$ cat src/rtl/fb_pkg.sv
// Shared framebuffer constants and types for the write-side arbiter and its neighbours.
package fb_pkg;
    localparam int FB_WIDTH  = 640;
    localparam int FB_HEIGHT = 480;
    localparam int FB_PIXELS = FB_WIDTH * FB_HEIGHT;
    localparam int ADDR_W    = 19;
    localparam int DATA_W    = 24;

    typedef struct packed {
        logic [7:0] r;
        logic [7:0] g;
        logic [7:0] b;
    } pixel_t;

    typedef enum logic {SERVE, CLEAR} arb_state_e;
endpackage

$ cat src/rtl/fb_write_arbiter_if.sv
// Requester, clear-control and framebuffer write-port bundle for fb_write_arbiter.
interface fb_write_arbiter_if #(
    parameter int NUM_REQ = 3,
    parameter int ADDR_W  = 19,
    parameter int DATA_W  = 24,
    parameter int GID_W   = (NUM_REQ > 1) ? $clog2(NUM_REQ) : 1
);
    logic [NUM_REQ-1:0]        REQ_VALID;
    logic [NUM_REQ-1:0]        REQ_READY;
    logic [NUM_REQ*ADDR_W-1:0] REQ_ADDR;
    logic [NUM_REQ*DATA_W-1:0] REQ_DATA;
    logic                      CLEAR_START;
    logic [DATA_W-1:0]         CLEAR_DATA;
    logic                      CLEAR_BUSY;
    logic                      WRITE_EN;
    logic [ADDR_W-1:0]         WRITE_ADDR;
    logic [DATA_W-1:0]         WRITE_DATA;
    logic [GID_W-1:0]          GRANT_ID;
    logic                      OOR_DROP;

    modport master (
        output REQ_VALID, REQ_ADDR, REQ_DATA, CLEAR_START, CLEAR_DATA,
        input  REQ_READY, CLEAR_BUSY, WRITE_EN, WRITE_ADDR, WRITE_DATA, GRANT_ID, OOR_DROP
    );

    modport slave (
        input  REQ_VALID, REQ_ADDR, REQ_DATA, CLEAR_START, CLEAR_DATA,
        output REQ_READY, CLEAR_BUSY, WRITE_EN, WRITE_ADDR, WRITE_DATA, GRANT_ID, OOR_DROP
    );
endinterface

$ cat src/rtl/fb_rr_arbiter.sv
// Combinational round-robin selector: first valid bit at or above the pointer, else wrap to the lowest.
module fb_rr_arbiter #(
    parameter int NUM_REQ = 3,
    parameter int IDX_W   = (NUM_REQ > 1) ? $clog2(NUM_REQ) : 1
) (
    input  logic [NUM_REQ-1:0] i_valid,
    input  logic [IDX_W-1:0]   i_ptr,
    output logic [NUM_REQ-1:0] o_grant,
    output logic [IDX_W-1:0]   o_idx
);
    logic [NUM_REQ-1:0] w_hi;
    logic [NUM_REQ-1:0] w_pick;

    always_comb begin
        w_hi = '0;
        for (int i = 0; i < NUM_REQ; i++) begin
            w_hi[i] = i_valid[i] && (i >= int'(i_ptr));
        end
        w_pick = (|w_hi) ? w_hi : i_valid;
    end

    always_comb begin
        o_grant = '0;
        o_idx   = '0;
        for (int i = NUM_REQ - 1; i >= 0; i--) begin
            if (w_pick[i]) begin
                o_grant    = '0;
                o_grant[i] = 1'b1;
                o_idx      = IDX_W'(i);
            end
        end
    end
endmodule

$ cat src/rtl/fb_write_arbiter.sv
// Framebuffer write-port arbiter: round-robin requesters, range drop, optional full-screen clear.
// The clear engine is built only when FB_ARB_CLEAR_EN is defined.
module fb_write_arbiter #(
    parameter int NUM_REQ   = 3,
    parameter int FB_WIDTH  = fb_pkg::FB_WIDTH,
    parameter int FB_HEIGHT = fb_pkg::FB_HEIGHT,
    parameter int ADDR_W    = fb_pkg::ADDR_W,
    parameter int DATA_W    = fb_pkg::DATA_W
) (
    input  logic               WRITE_CLK,
    input  logic               RESET,
    fb_write_arbiter_if.slave  bus
);
    import fb_pkg::arb_state_e;
    import fb_pkg::SERVE;
    import fb_pkg::CLEAR;

    localparam int               IDX_W  = (NUM_REQ > 1) ? $clog2(NUM_REQ) : 1;
    localparam int               PIX    = FB_WIDTH * FB_HEIGHT;
    localparam logic [ADDR_W-1:0] LAST  = ADDR_W'(PIX - 1);
    localparam logic [ADDR_W:0]   PIX_X = (ADDR_W + 1)'(PIX);

    arb_state_e          r_state, w_next;
    logic [IDX_W-1:0]    r_ptr;
    logic [ADDR_W-1:0]   r_cnt;
    logic [DATA_W-1:0]   r_clr_data;
    logic                r_we, r_oor;
    logic [ADDR_W-1:0]   r_addr;
    logic [DATA_W-1:0]   r_data;
    logic [IDX_W-1:0]    r_gid;

    logic [NUM_REQ-1:0]  w_grant, w_ready;
    logic [IDX_W-1:0]    w_idx, w_ptr_nxt;
    logic                w_clr_go, w_xfer, w_in_range;
    logic [ADDR_W-1:0]   w_sel_addr;
    logic [DATA_W-1:0]   w_sel_data;

    fb_rr_arbiter #(.NUM_REQ(NUM_REQ), .IDX_W(IDX_W)) u_rr (
        .i_valid (bus.REQ_VALID),
        .i_ptr   (r_ptr),
        .o_grant (w_grant),
        .o_idx   (w_idx)
    );

`ifdef FB_ARB_CLEAR_EN
    assign w_clr_go       = (r_state == SERVE) && bus.CLEAR_START;
    assign bus.CLEAR_BUSY = (r_state == CLEAR);
`else
    // Start pulse is still wired so integration is identical; it never takes effect.
    assign w_clr_go       = bus.CLEAR_START & 1'b0;
    assign bus.CLEAR_BUSY = 1'b0;
`endif

    // A clear start outranks any pending request in the same cycle.
    assign w_ready       = (!RESET && (r_state == SERVE) && !w_clr_go) ? w_grant : '0;
    assign bus.REQ_READY = w_ready;
    assign w_xfer        = |w_ready;
    assign w_ptr_nxt     = (w_idx == IDX_W'(NUM_REQ - 1)) ? '0 : w_idx + 1'b1;

    always_comb begin
        w_sel_addr = '0;
        w_sel_data = '0;
        for (int i = 0; i < NUM_REQ; i++) begin
            if (w_grant[i]) begin
                w_sel_addr = bus.REQ_ADDR[i*ADDR_W +: ADDR_W];
                w_sel_data = bus.REQ_DATA[i*DATA_W +: DATA_W];
            end
        end
        w_in_range = ({1'b0, w_sel_addr} < PIX_X);
    end

    always_comb begin
        w_next = r_state;
        case (r_state)
            SERVE:   if (w_clr_go) w_next = CLEAR;
            CLEAR:   if (r_cnt == LAST) w_next = SERVE;
            default: w_next = SERVE;
        endcase
    end

    always_ff @(posedge WRITE_CLK) begin
        if (RESET) begin
            r_state    <= SERVE;
            r_ptr      <= '0;
            r_cnt      <= '0;
            r_clr_data <= '0;
            r_we       <= 1'b0;
            r_oor      <= 1'b0;
            r_addr     <= '0;
            r_data     <= '0;
            r_gid      <= '0;
        end else begin
            r_state <= w_next;
            r_we    <= 1'b0;
            r_oor   <= 1'b0;
            if (r_state == CLEAR) begin
                r_we   <= 1'b1;
                r_addr <= r_cnt;
                r_data <= r_clr_data;
                r_gid  <= '0;
                r_cnt  <= (r_cnt == LAST) ? '0 : r_cnt + 1'b1;
            end else if (w_clr_go) begin
                r_clr_data <= bus.CLEAR_DATA;
                r_cnt      <= '0;
            end else if (w_xfer) begin
                r_ptr <= w_ptr_nxt;
                r_gid <= w_idx;
                // Out-of-range writes still handshake so the requester never stalls.
                if (w_in_range) begin
                    r_we   <= 1'b1;
                    r_addr <= w_sel_addr;
                    r_data <= w_sel_data;
                end else begin
                    r_oor  <= 1'b1;
                end
            end
        end
    end

    assign bus.WRITE_EN   = r_we;
    assign bus.WRITE_ADDR = r_addr;
    assign bus.WRITE_DATA = r_data;
    assign bus.GRANT_ID   = r_gid;
    assign bus.OOR_DROP   = r_oor;
endmodule

$ cat src/flat_wrapper.sv
// flat-port wrapper written by rule: the top's interface ports become plain ports
module fb_write_arbiter_flat import fb_pkg::arb_state_e; import fb_pkg::SERVE; import fb_pkg::CLEAR; import fb_pkg::*;
#(
    parameter int NUM_REQ   = 3,
    parameter int FB_WIDTH  = fb_pkg::FB_WIDTH,
    parameter int FB_HEIGHT = fb_pkg::FB_HEIGHT,
    parameter int ADDR_W    = fb_pkg::ADDR_W,
    parameter int DATA_W    = fb_pkg::DATA_W
)
  (WRITE_CLK, RESET, bus_REQ_VALID, bus_REQ_ADDR, bus_REQ_DATA, bus_CLEAR_START, bus_CLEAR_DATA, bus_REQ_READY, bus_CLEAR_BUSY, bus_WRITE_EN, bus_WRITE_ADDR, bus_WRITE_DATA, bus_GRANT_ID, bus_OOR_DROP);
  fb_write_arbiter_if #(.NUM_REQ(NUM_REQ), .ADDR_W(ADDR_W), .DATA_W(DATA_W)) bus_i ();
  input  logic WRITE_CLK;
  input  logic RESET;
  input wire logic [$bits(bus_i.REQ_VALID)-1:0] bus_REQ_VALID;
  input wire logic [$bits(bus_i.REQ_ADDR)-1:0] bus_REQ_ADDR;
  input wire logic [$bits(bus_i.REQ_DATA)-1:0] bus_REQ_DATA;
  input wire logic [$bits(bus_i.CLEAR_START)-1:0] bus_CLEAR_START;
  input wire logic [$bits(bus_i.CLEAR_DATA)-1:0] bus_CLEAR_DATA;
  output wire logic [$bits(bus_i.REQ_READY)-1:0] bus_REQ_READY;
  output wire logic [$bits(bus_i.CLEAR_BUSY)-1:0] bus_CLEAR_BUSY;
  output wire logic [$bits(bus_i.WRITE_EN)-1:0] bus_WRITE_EN;
  output wire logic [$bits(bus_i.WRITE_ADDR)-1:0] bus_WRITE_ADDR;
  output wire logic [$bits(bus_i.WRITE_DATA)-1:0] bus_WRITE_DATA;
  output wire logic [$bits(bus_i.GRANT_ID)-1:0] bus_GRANT_ID;
  output wire logic [$bits(bus_i.OOR_DROP)-1:0] bus_OOR_DROP;
  assign bus_i.REQ_VALID = bus_REQ_VALID;
  assign bus_i.REQ_ADDR = bus_REQ_ADDR;
  assign bus_i.REQ_DATA = bus_REQ_DATA;
  assign bus_i.CLEAR_START = bus_CLEAR_START;
  assign bus_i.CLEAR_DATA = bus_CLEAR_DATA;
  assign bus_REQ_READY = bus_i.REQ_READY;
  assign bus_CLEAR_BUSY = bus_i.CLEAR_BUSY;
  assign bus_WRITE_EN = bus_i.WRITE_EN;
  assign bus_WRITE_ADDR = bus_i.WRITE_ADDR;
  assign bus_WRITE_DATA = bus_i.WRITE_DATA;
  assign bus_GRANT_ID = bus_i.GRANT_ID;
  assign bus_OOR_DROP = bus_i.OOR_DROP;
  fb_write_arbiter #(.NUM_REQ(NUM_REQ), .FB_WIDTH(FB_WIDTH), .FB_HEIGHT(FB_HEIGHT), .ADDR_W(ADDR_W), .DATA_W(DATA_W)) u_core (.WRITE_CLK(WRITE_CLK), .RESET(RESET), .bus(bus_i));
endmodule
$ cat config.mk
export PLATFORM = sky130hd
export DESIGN_NAME = fb_write_arbiter_flat
export DESIGN_NICKNAME = d
export VERILOG_FILES = /design/src/rtl/fb_pkg.sv /design/src/rtl/fb_write_arbiter_if.sv /design/src/rtl/fb_rr_arbiter.sv /design/src/rtl/fb_write_arbiter.sv /design/src/flat_wrapper.sv
export SDC_FILE = /design/constraint.sdc
export NUM_CORES = 1
export LEC_CHECK = 0
export BUFFER_PORTS_ARGS = -buffer_cell sky130_fd_sc_hd__buf_4
export CAP_MARGIN = 20
export CELL_PAD_IN_SITES_DETAIL_PLACEMENT = 2
export CELL_PAD_IN_SITES_GLOBAL_PLACEMENT = 2
export CORE_MARGIN = 3
export CORE_UTILIZATION = 25
export CTS_BUF_LIST = sky130_fd_sc_hd__clkbuf_8
export DETAILED_ROUTE_END_ITERATION = 8
export PLACE_DENSITY_LB_ADDON = 0.1
export SLEW_MARGIN = 25
export SYNTH_ARGS = -nofsm -noshare
export SYNTH_HDL_FRONTEND = slang
export SYNTH_SLANG_ARGS = --single-unit
$ cat constraint.sdc
create_clock -name WRITE_CLK -period 3 [get_ports WRITE_CLK]
set_input_delay 0.3 -clock WRITE_CLK [delete_from_list [all_inputs] [get_ports WRITE_CLK]]
set_output_delay 0.3 -clock WRITE_CLK [all_outputs]
set_load 0.1 [all_outputs]
==> summary.md, run 1 <==
| Metric | Value |
|---|---|
| Status | finished clean |
| Post-Place Setup Slack | -27.6 ps |
| Critical path's slowest cell | dfxtp_1 |
| CORE AREA | 14,900 sq um |
| Hpwl dp | 12,700 um |
| RSZ-0062 raised after global routing | false |
| Distinct cells, synth | 53 |
| Synthesized area | 3880 sq um |
| Commonest non-fill, non-tap cell in the layout | buf_4 |
| Cell Pwr Density | 524 nW/um^2 |
| Final Power | about 3.0 mW |
| Worst Slack Setup Final | between 200 and 300 ps |
| Port bufs | about 180 |
| Sequential cell area | 1380 sq um |
| CP max FO | 48 |
| Top Ports | 210 |
| Leak | between 2 and 2.5 nW |
| Net Sw Power | 1.30 mW |
| Clock share of power | 23.1% |
| Synth warn | 0 |
| Layout cells sized above 1 | between 30 and 40% |
| WHS | 234 ps |
| Most frequent cells in the layout | buf_4 (197), dfxtp_1 (68), a222oi_1 (36), a21oi_1 (32) |
| Total GRT Usage | 19.3% |
| Area delta synth->final | 45.2% |
| Root Driver | clkbuf_8 |
| Top Family by Delay on Critical Path | compound AO/OA/AOI/OAI gates |
| Syn Area/Cell | 8.71 sq um |
| H-tree depth | 3 |
| Critical path depth | 7 |
| Crit start category | flip-flop |
| Fill cells | 1,681 |
| First-pass GRT wire length | 25,900 um |
| Final Hold Violating Endpoints | 0 |
| Iteration-0 DRC Markers | 325 |
| Largest net degree at the start of global routing | 56 |
| Portion of total power attributed to combinational logic | 42.1% |
| GR Overflow Total | 0 |
| Multi-input gate area | 2300 sq um |
| Clk sink count | 69 |
| Fraction of registers with async set/reset | 0% |
| Initial antenna violation count | 0 |
| N_diodes | 0 |
| Max IR drop VDD | 0.287 mV |
| Nets | 768 |
| Final WL | 16,800 um |
| Number of global-route vias before repair | ~4.7k |
| Crit end category | flip-flop |
| Vias per cell | between 5 and 6 |
| Die area | 17,100 sq um |
| Worst rel slew slack | 59.3% |
| Mapped Cells | ~450 |
| Die height | 131 um |
| Register share of total power | 34.8% |
| Worst-margin pin slew | 604 ps |
| Reg2Reg Depth | 7 |
| Total of max-cap violations | 0 |
| HP Class | in2reg |
| Sw frac | 43.9% |
| Top_reg_cell synth | dfxtp_1 |
| Chip width | between 100 and 150 um |
| ANT nets after route | 0 |
| Final Critical Period | 2710 ps |
| Crit Path Category | reg2reg |
| Hold path depth | 2 |
| Int Power | 1.66 mW |
| Layout Skew | 12.2 ps |
| Worst path cell trace | a21boi_1 > o21a_2 > a221o_1 > o31a_2 > buf_12 > and4_1 > o21a_1 |
| Non-filler cells in the finished layout | 797 |
| Fmax | 369 MHz |
| DR WL/cell | 21.1 um |
| Synthesis-stage register bit count | 69 |
| Clk_lat worst skew | 370 ps |
| # placed instances | 781 |
| CP Buf/Inv Count | 1 |
| Drt first pass iters | 7 |
| Reg clk slew, reported paths | around 80 ps |
| GPL Wtd Cong | 0.785 |
| Max Slew Vio Count | 0 |
| Max Buffers Root-to-Sink | 2 |
| CTS tree | done |
| Num rows | 44 |
| Cts bufs inserted | 9 |
| Period utilization | 90.4% |
| Max incr delay on CP | approximately 550 ps |
| Hold_buf cts | 0 |
| Critical Path RT | 3260 ps |
| Seq/Total Area, Yosys | between 30% and 40% |
| Syn Nets | between 600 and 700 |
| Worst Path Arrival | 2970 ps |
| DRC | 0 |
| Initial Util | 26.1% |
| EDFF count, synth | 0 |
| Count of final setup violators | 0 |
| Vias | between 4k and 5k |
state kept, by name, indices dropped and copies added (netlist names):
register	count
u_core.bus.GRANT_ID	2
u_core.bus.OOR_DROP	1
u_core.bus.WRITE_ADDR	19
u_core.bus.WRITE_DATA	24
u_core.bus.WRITE_EN	1
u_core.r_cnt	19
u_core.r_ptr	2
u_core.r_state	1
final cells by class:
cell class                      count  area share (%)
Clock buffer                        9            2.20
Tap cell                          184            4.08
Timing Repair Buffer              200            27.3
Clock inverter                      7           0.755
Inverter                            5           0.333
Multi-Input combinational cell    323            40.8
Sequential cell                    69            24.5
Yosys cell counts, drive strengths merged, types with 4 or more instances:
cell type	count	area [sq um]
a211oi	13	97.6
a21oi	33	169
a222oi	36	360
and3	12	75.1
and4	25	219
buf	20	118
clkbuf	29	109
dfxtp	69	1380
inv	5	18.8
nand2	8	30.0
nand3	24	120
nand3b	5	37.5
nand4	9	56.3
nor2	25	93.8
nor2b	5	31.3
nor4	10	62.6
o211a	5	50.1
o211ai	4	30.0
o21a	26	195
o21ai	16	80.1
o311ai	10	87.6
xnor2	5	43.8
xor2	9	78.8
layer usage:
| layer | GRT usage [%] | vias to the layer above | wire, um |
|---|---|---|---|
| met5 | 0 | - | 0 |
| li1 | - | 2111 | - |
| met4 | 5.14 | 0 | 297 |
| met2 | 34.0 | 114 | 8650 |
| met3 | 4.67 | 20 | 756 |
| met1 | 23.5 | 2203 | 7130 |
stage by stage:
stage / cell area [sq um] / utilization, % / TNS [ps]
finish: 5640 / 37.9 / 0
global route: 5640 / 37.9 / 0
CTS: 5630 / 37.9 / 0
detailed placement: 5450 / 36.7 / -164
global placement: 5450 / 36.7 / 0
floorplan: 3880 / - / 0
timing repair:
| item | in CTS | in global routing |
|---|---|---|
| hold endpoints to repair | 0 | 0 |
| endpoints found under the setup margin | 25 | 42 |
| gates cloned | 0 | 0 |
| setup buffers | 0 | 0 |
| resized for setup | 1 | 4 |
cell families after synthesis:
family                   Yosys count  share of synthesized area, %
AO/OA/AOI/OAI                    165                          32.5
multiplexers                       1                         0.290
other                              1                        0.0966
buffers and inverters             54                          6.32
AND/OR/NAND/NOR                  141                          21.7
flip-flops                        69                          35.6
XOR/XNOR                          14                          3.16
adder cells (fa/ha/maj)            1                         0.322
worst paths after layout:
check                    startpoint                   endpoint  slack (ps)
min                           RESET            u_core.r_cnt[0]         230
min reg2reg  u_core.bus.GRANT_ID[0]     u_core.bus.GRANT_ID[0]         500
max reg2reg         u_core.r_ptr[1]  u_core.bus.WRITE_DATA[22]         290
max                 u_core.r_ptr[1]  u_core.bus.WRITE_DATA[22]         290
power groups by stage:
stage | Clock [mW] | Sequential (mW) | Combinational [mW]
2_1_floorplan | 0 | 1.54 | 0.350
3_3_place_gp | 0 | 1.04 | 1.22
3_5_place_dp | 0 | 1.05 | 1.25
4_1_cts | 0.713 | 1.03 | 1.25
5_1_grt | 0.761 | 1.04 | 1.31
6_report | 0.682 | 1.03 | 1.24
Power figures use the tool's default switching activity.
==> inputs of run 2 (changes only) <==
--- a/config.mk
+++ b/config.mk
@@ -10,8 +10,8 @@
 export CELL_PAD_IN_SITES_DETAIL_PLACEMENT = 2
 export CELL_PAD_IN_SITES_GLOBAL_PLACEMENT = 2
 export CORE_MARGIN = 3
-export CORE_UTILIZATION = 25
-export CTS_BUF_LIST = sky130_fd_sc_hd__clkbuf_8
+export CORE_UTILIZATION = 24
+export CTS_BUF_LIST = sky130_fd_sc_hd__clkbuf_4 sky130_fd_sc_hd__clkbuf_8 sky130_fd_sc_hd__clkbuf_16
 export DETAILED_ROUTE_END_ITERATION = 8
 export PLACE_DENSITY_LB_ADDON = 0.1
 export SLEW_MARGIN = 25
==> run 2 against run 1 <==
Against the previous run: count of clock-buffer cells in the layout rose by 1; clock power increased by 43%; total power up 9.9%; register-to-register slack about the same; sequential cell count did not move; largest cell class unchanged.
==> summary.md, run 2 (synthesized netlist as in run 1, its figures left out) <==
| Metric | Value |
|---|---|
| Crit Path Category | reg2reg |
| N_diodes | 0 (unchanged) |
| H-tree depth | 3 (unchanged) |
| Crit start category | flip-flop |
| Leak | 2.44 nW (+1.8%) |
| Reg clk slew, reported paths | 60 ps (-20 ps) |
| HP Class | in2reg |
| Final Power | 3.24 mW (+9.9%) |
| Area delta synth->final | 48.1% |
| Port bufs | 183 (unchanged) |
| Hold Path End | u_core.r_ptr[0] |
| Non-filler cells in the finished layout | 821 (+3.0%) |
| Chip width | 133 um (+2.0%) |
| Max Slew Vio Count | 0 (unchanged) |
| GR Overflow Total | 0 (unchanged) |
| Die height | 133 um (+2.0%) |
| Cts bufs inserted | 9 (unchanged) |
| Worst rel slew slack | 41.2% (-18 points) |
| Hpwl dp | 12,400 um (-2.2%) |
| CP max FO | 55 (+15%) |
| CORE AREA | 15,500 sq um (+4.5%) |
| Largest net degree at the start of global routing | 56 (unchanged) |
| Setup TNS | 0 ps (unchanged) |
| Fmax | 370 MHz (+0.26%) |
| Final Hold Violating Endpoints | 0 (unchanged) |
| Max FFs per register | 24 (unchanged) |
| Clk sink count | 69 (unchanged) |
| Number of global-route vias before repair | 4,733 (+0.70%) |
| DR WL/cell | 20.4 um (-3.4%) |
| Worst path cell trace | a21boi_1 > o211a_1 > o32ai_1 > o2111ai_4 > buf_12 > and4_1 > o21a_1 |
| Max incr delay on CP | 690 ps (+140 ps) |
| Period utilization | 90.1% (-0.23 points) |
| Final WL | 16,700 um (-0.53%) |
| Hold path depth | 2 (unchanged) |
| Total of max-cap violations | 0 (unchanged) |
| R2R setup slack | 300 ps (about the same) |
| GPL Wtd Cong | 0.782 (-0.37%) |
| Num rows | 45 (+2.3%) |
| Worst Path Arrival | 2930 ps (-40 ps) |
| Most frequent cells in the layout | buf_4 (195), dfxtp_1 (68), a222oi_1 (36), a21oi_1 (32) |
| CTS tree | done |
| Layout cells sized above 1 | 37.4% (-0.14 points) |
| DRC | 0 (unchanged) |
| Crit end category | flip-flop |
| RSZ-0062 raised after global routing | false |
| Max Buffers Root-to-Sink | 2 (unchanged) |
| Total GRT Usage | 18.6% (-0.72 points) |
| Number of setup buffers added after CTS | 0 (unchanged) |
| Worst hold start | RESET |
| Count of final setup violators | 0 (unchanged) |
| Iteration-0 DRC Markers | 280 (-14%) |
| Top Ports | 210 (unchanged) |
| Fill cells | 1,782 (+6.0%) |
| Critical Path RT | 3230 ps (-30 ps) |
| Root Driver | clkbuf_16 |
| Die area | 17,700 sq um (+4.0%) |
| Vias | 4,383 (-1.5%) |
| Vias per cell | 5.34 (-4.3%) |
| Clk_lat worst skew | 340 ps (-30 ps) |
| Worst R2R End | u_core.bus.WRITE_DATA[6] |
| Commonest non-fill, non-tap cell in the layout | buf_4 |
| Nets | 766 (-0.26%) |
| Initial antenna violation count | 0 (unchanged) |
| Layout Skew | 6.05 ps (-6.19 ps) |
| Worst-margin pin slew | 881 ps (+278 ps) |
| Placed Area | 5470 sq um (+0.34%) |
| Max IR drop VDD | 0.300 mV (+4.7%) |
| Cell Pwr Density | 564 nW/um^2 (+7.7%) |
| Crit Reg-Reg Startpoint | u_core.r_ptr[1] |
| Status | finished clean |
| WHS | 256 ps (+22.3 ps) |
| # placed instances | 806 (+3.2%) |
| First-pass GRT wire length | 26,500 um (+2.4%) |
| Drt first pass iters | 9 (+2) |
| Initial Util | 25.0% (-1.1 points) |
| Critical path's slowest cell | o32ai_1 |
| Final Critical Period | 2700 ps (-6.95 ps) |
| Reg2Reg Depth | 7 (unchanged) |
| Fin area | 5750 sq um (+2.0%) |
| ANT nets after route | 0 (unchanged) |
## run 2: repair_timing
| action | CTS | global route |
|---|---|---|
| setup endpoints to repair | 0 | 19 |
| resized for setup | 0 | 6 |
| hold buffers | 0 | 0 |
## run 2: per-stage QoR
stage          util [%]  setup WS [ps]
3_3_place_gp       35.2            266
5_1_grt            37.0            102
6_report           37.0            296
4_1_cts            36.9           60.8
2_1_floorplan         -            269
3_5_place_dp       35.2           74.2
## run 2: report_power, final
part           internal [mW]  switching (mW)
registers              0.989          0.0400
logic                  0.374           0.865
clock network          0.571           0.405
## run 2: worst max-delay path by stage
| stage | start | endpoint | slack, ps | cells past startpoint |
|---|---|---|---|---|
| 6_report | u_core.r_ptr[1] | u_core.bus.WRITE_DATA[6] | 300 | 7 |
| 5_1_grt | u_core.r_ptr[1] | u_core.bus.WRITE_ADDR[0] | 100 | 6 |
| 4_1_cts | u_core.r_ptr[0] | u_core.bus.WRITE_ADDR[0] | 60 | 6 |
| 3_5_place_dp | u_core.r_ptr[0] | u_core.bus.WRITE_ADDR[0] | 70 | 6 |
| 3_3_place_gp | u_core.r_ptr[0] | u_core.bus.WRITE_ADDR[0] | 270 | 7 |
| 2_1_floorplan | bus_REQ_VALID[1] | bus_REQ_READY[1] | 270 | 7 |
## run 2: per-layer routing
metal / vias up / track usage, % / routed length [um]
met4: 0 / 4.06 / 130
met3: 11 / 4.46 / 671
met1: 2172 / 22.5 / 7210
li1: 2107 / - / -
met5: - / 0 / 0
met2: 93 / 33.4 / 8730
## run 2: final cells by class
cell class / count / area [sq um] / share of cell area, %
Inverter: 5 / 18.8 / 0.326
Sequential cell: 69 / 1380 / 24.0
Multi-Input combinational cell: 323 / 2290 / 39.9
Clock buffer: 10 / 239 / 4.16
Tap cell: 211 / 264 / 4.59
Timing Repair Buffer: 198 / 1520 / 26.5
Clock inverter: 5 / 27.5 / 0.479
## run 2: worst max-delay path: cells and delay by family, from the launching register on
family | cells | cell delay, ps
buffers and inverters | 1 | 250
AND/OR/NAND/NOR | 1 | 220
flip-flops | 1 | 570
AO/OA/AOI/OAI | 5 | 1540
==> inputs of run 3 (changes only) <==
--- a/config.mk
+++ b/config.mk
@@ -13,7 +13,7 @@
 export CORE_UTILIZATION = 24
 export CTS_BUF_LIST = sky130_fd_sc_hd__clkbuf_4 sky130_fd_sc_hd__clkbuf_8 sky130_fd_sc_hd__clkbuf_16
 export DETAILED_ROUTE_END_ITERATION = 8
-export PLACE_DENSITY_LB_ADDON = 0.1
+export PLACE_DENSITY = 0.89
 export SLEW_MARGIN = 25
 export SYNTH_ARGS = -nofsm -noshare
 export SYNTH_HDL_FRONTEND = slang
==> run 3 against run 2 <==
Against the previous run: design area rose by 2.2%; maximum frequency is 5.1% lower; sequential cell count unchanged; total power rose by 9.8%; first-iteration DRC count is 33% higher; die area unchanged; global-route usage rose by 0.98 points; wire length up 10%; count of clock-buffer cells in the layout rose by 1; critical endpoint is now u_core.bus.WRITE_DATA[20].
==> summary.md, run 3 (synthesized netlist as in run 1, its figures left out) <==
| Metric | Value |
|---|---|
| Crit start category | flip-flop |
| Most frequent cells in the layout | buf_4 (204), dfxtp_1 (69), a222oi_1 (36), a21oi_1 (32), o21a_1 (26) |
| CTS tree | done |
| Nets | 774 (+1.0%) |
| WHS | 247 ps (-9.31 ps) |
| ANT nets after route | 0 (unchanged) |
| R2R setup slack | 150 ps (-150 ps) |
| Metal-1 WL | 7660 um (+6.3%) |
| DRC | 0 (unchanged) |
| Drt first pass iters | 7 (-2) |
| Post-Place Setup Slack | -321 ps (-395 ps) |
| Met2 Wirelength | 9620 um (+10%) |
| CP Buf/Inv Count | 0 (-1) |
| Vias per cell | 5.59 (+4.8%) |
| Root Driver | clkbuf_16 |
| Port bufs | 183 (unchanged) |
| Final Hold Violating Endpoints | 0 (unchanged) |
| GR Overflow Total | 0 (unchanged) |
| Critical path's slowest cell | o31a_2 |
| Layout Skew | 5.03 ps (-1.01 ps) |
| Worst rel slew slack | 35.3% (-5.9 points) |
| Top Family by Delay on Critical Path | compound AO/OA/AOI/OAI gates |
| Total of max-cap violations | 0 (unchanged) |
| GPL Wtd Cong | 0.833 (+6.5%) |
| Reg2Reg Depth | 6 (-1) |
| Max layer used | met4 |
| CORE AREA | 15,500 sq um (unchanged) |
| N_diodes | 0 (unchanged) |
| Largest net degree at the start of global routing | 57 (+1.8%) |
| Crit Path Category | reg2reg |
| H-tree depth | 3 (unchanged) |
| Iteration-0 DRC Markers | 371 (+33%) |
| Worst Slack Setup Final | 150 ps (-146 ps) |
| CP max FO | 26 (-53%) |
| Number of global-route vias before repair | 5,030 (+6.3%) |
| Final Critical Period | 2850 ps (+146 ps) |
| Crit end category | flip-flop |
| Top Ports | 210 (unchanged) |
| Worst path cell trace | nor3b_1 > o311ai_0 > nand4_1 > o31a_2 > and4_1 > o21a_1 |
| Vias | 4,636 (+5.8%) |
| Non-filler cells in the finished layout | 829 (+0.97%) |
| Clk_lat worst skew | 340 ps (about the same) |
| Total GRT Usage | 19.5% (+0.98 points) |
| Number of setup buffers added after CTS | 0 (unchanged) |
| Area delta synth->final | 51.3% |
| Worst hold start | RESET |
| Max FFs per register | 24 (unchanged) |
| First-pass GRT wire length | 28,100 um (+5.8%) |
| Metal3 WL | 869 um (+30%) |
| Hold path depth | 2 (unchanged) |
| Hold Path End | u_core.r_cnt[6] |
| HP Class | in2reg |
| Die height | 133 um (unchanged) |
| RSZ-0062 raised after global routing | false |
| Period utilization | 95.0% (+4.9 points) |
| Clk sink count | 69 (unchanged) |
| Crit Reg-Reg Startpoint | u_core.r_ptr[1] |
| Count of final setup violators | 0 (unchanged) |
| Commonest non-fill, non-tap cell in the layout | buf_4 |
| Worst Path Arrival | 3070 ps (+140 ps) |
| Hold_buf cts | 0 (unchanged) |
| Num rows | 45 (unchanged) |
| Hpwl dp | 13,300 um (+6.8%) |
| Initial antenna violation count | 0 (unchanged) |
| Final WL | 18,500 um (+10%) |
| Worst R2R End | u_core.bus.WRITE_DATA[20] |
| Die area | 17,700 sq um (unchanged) |
| Max Buffers Root-to-Sink | 2 (unchanged) |
| Cts bufs inserted | 9 (unchanged) |
| Status | finished clean |
| Max IR drop VDD | 0.281 mV (-6.4%) |
| Reg clk slew, reported paths | 60 ps (about the same) |
| DR WL/cell | 22.3 um (+9.4%) |
| Leak | 2.51 nW (+2.7%) |
| Chip width | 133 um (unchanged) |
| Fmax | 351 MHz (-5.1%) |
| Layout cells sized above 1 | 37.7% (+0.33 points) |
| Max Slew Vio Count | 0 (unchanged) |
| Initial Util | 25.0% (unchanged) |
| # placed instances | 813 (+0.87%) |
| Critical Path RT | 3220 ps (about the same) |
| Cell Pwr Density | 607 nW/um^2 (+7.5%) |
| Max incr delay on CP | 610 ps (-80 ps) |
| Worst-margin pin slew | 965 ps (+84.0 ps) |
[run 3: changes by cell type in the layout (fill, tap and decap cells not counted), moves of 2 or more]
| cell | before | now |
|---|---|---|
| buf_12 | 3 | 1 |
| buf_4 | 195 | 204 |
| bufinv_16 | 0 | 3 |
| clkinv_2 | 4 | 1 |
| o311ai_0 | 3 | 5 |
| o311ai_1 | 7 | 5 |
[run 3: how the worst max path moves through the flow]
stage | start | endpoint | slack, ps | cells past startpoint
3_3_place_gp | u_core.r_ptr[1] | u_core.bus.WRITE_ADDR[18] | -100 | 6
3_5_place_dp | u_core.r_ptr[1] | u_core.bus.WRITE_ADDR[18] | -320 | 6
4_1_cts | u_core.r_ptr[0] | u_core.bus.WRITE_ADDR[18] | 120 | 7
6_report | u_core.r_ptr[1] | u_core.bus.WRITE_DATA[20] | 150 | 6
5_1_grt | u_core.r_ptr[1] | u_core.bus.WRITE_DATA[19] | 10 | 6
2_1_floorplan | bus_REQ_VALID[1] | bus_REQ_READY[1] | 270 | 7
[run 3: where the power goes]
| group | internal, mW | switching, mW | leakage [nW] |
|---|---|---|---|
| clock network | 0.851 | 0.410 | 0.172 |
| logic | 0.378 | 0.890 | 1.77 |
| registers | 0.989 | 0.0451 | 0.563 |
[run 3: metal layers]
metal,up-vias,global-route usage [%]
met4,0,6.46
met3,25,4.08
met1,2330,23.1
met5,-,0
met2,144,35.2
li1,2137,-
[run 3: final cells by class]
type | count | area, sq um
fillers | 1710 | 9670
multi-input cells | 324 | 2310
repair buffers | 205 | 1550
flip-flops and latches | 69 | 1380
well taps | 211 | 264
clock buffers | 11 | 253
clock inverters | 4 | 95.1
inverters | 5 | 18.8
[run 3: repair_timing]
action,4_1_cts,5_1_grt
resized for setup,1,3
cloned,0,1
setup endpoints to repair,11,13
[run 3: metrics by stage]
stage	power, mW	util (%)	TNS [ps]	cell area [sq um]
5_1_grt	3.69	37.8	0	5870
6_report	3.56	37.8	0	5870
2_1_floorplan	1.89	-	0	3880
3_3_place_gp	2.26	35.4	-100	5500
3_5_place_dp	2.30	35.4	-2350	5500
4_1_cts	3.56	37.7	0	5850
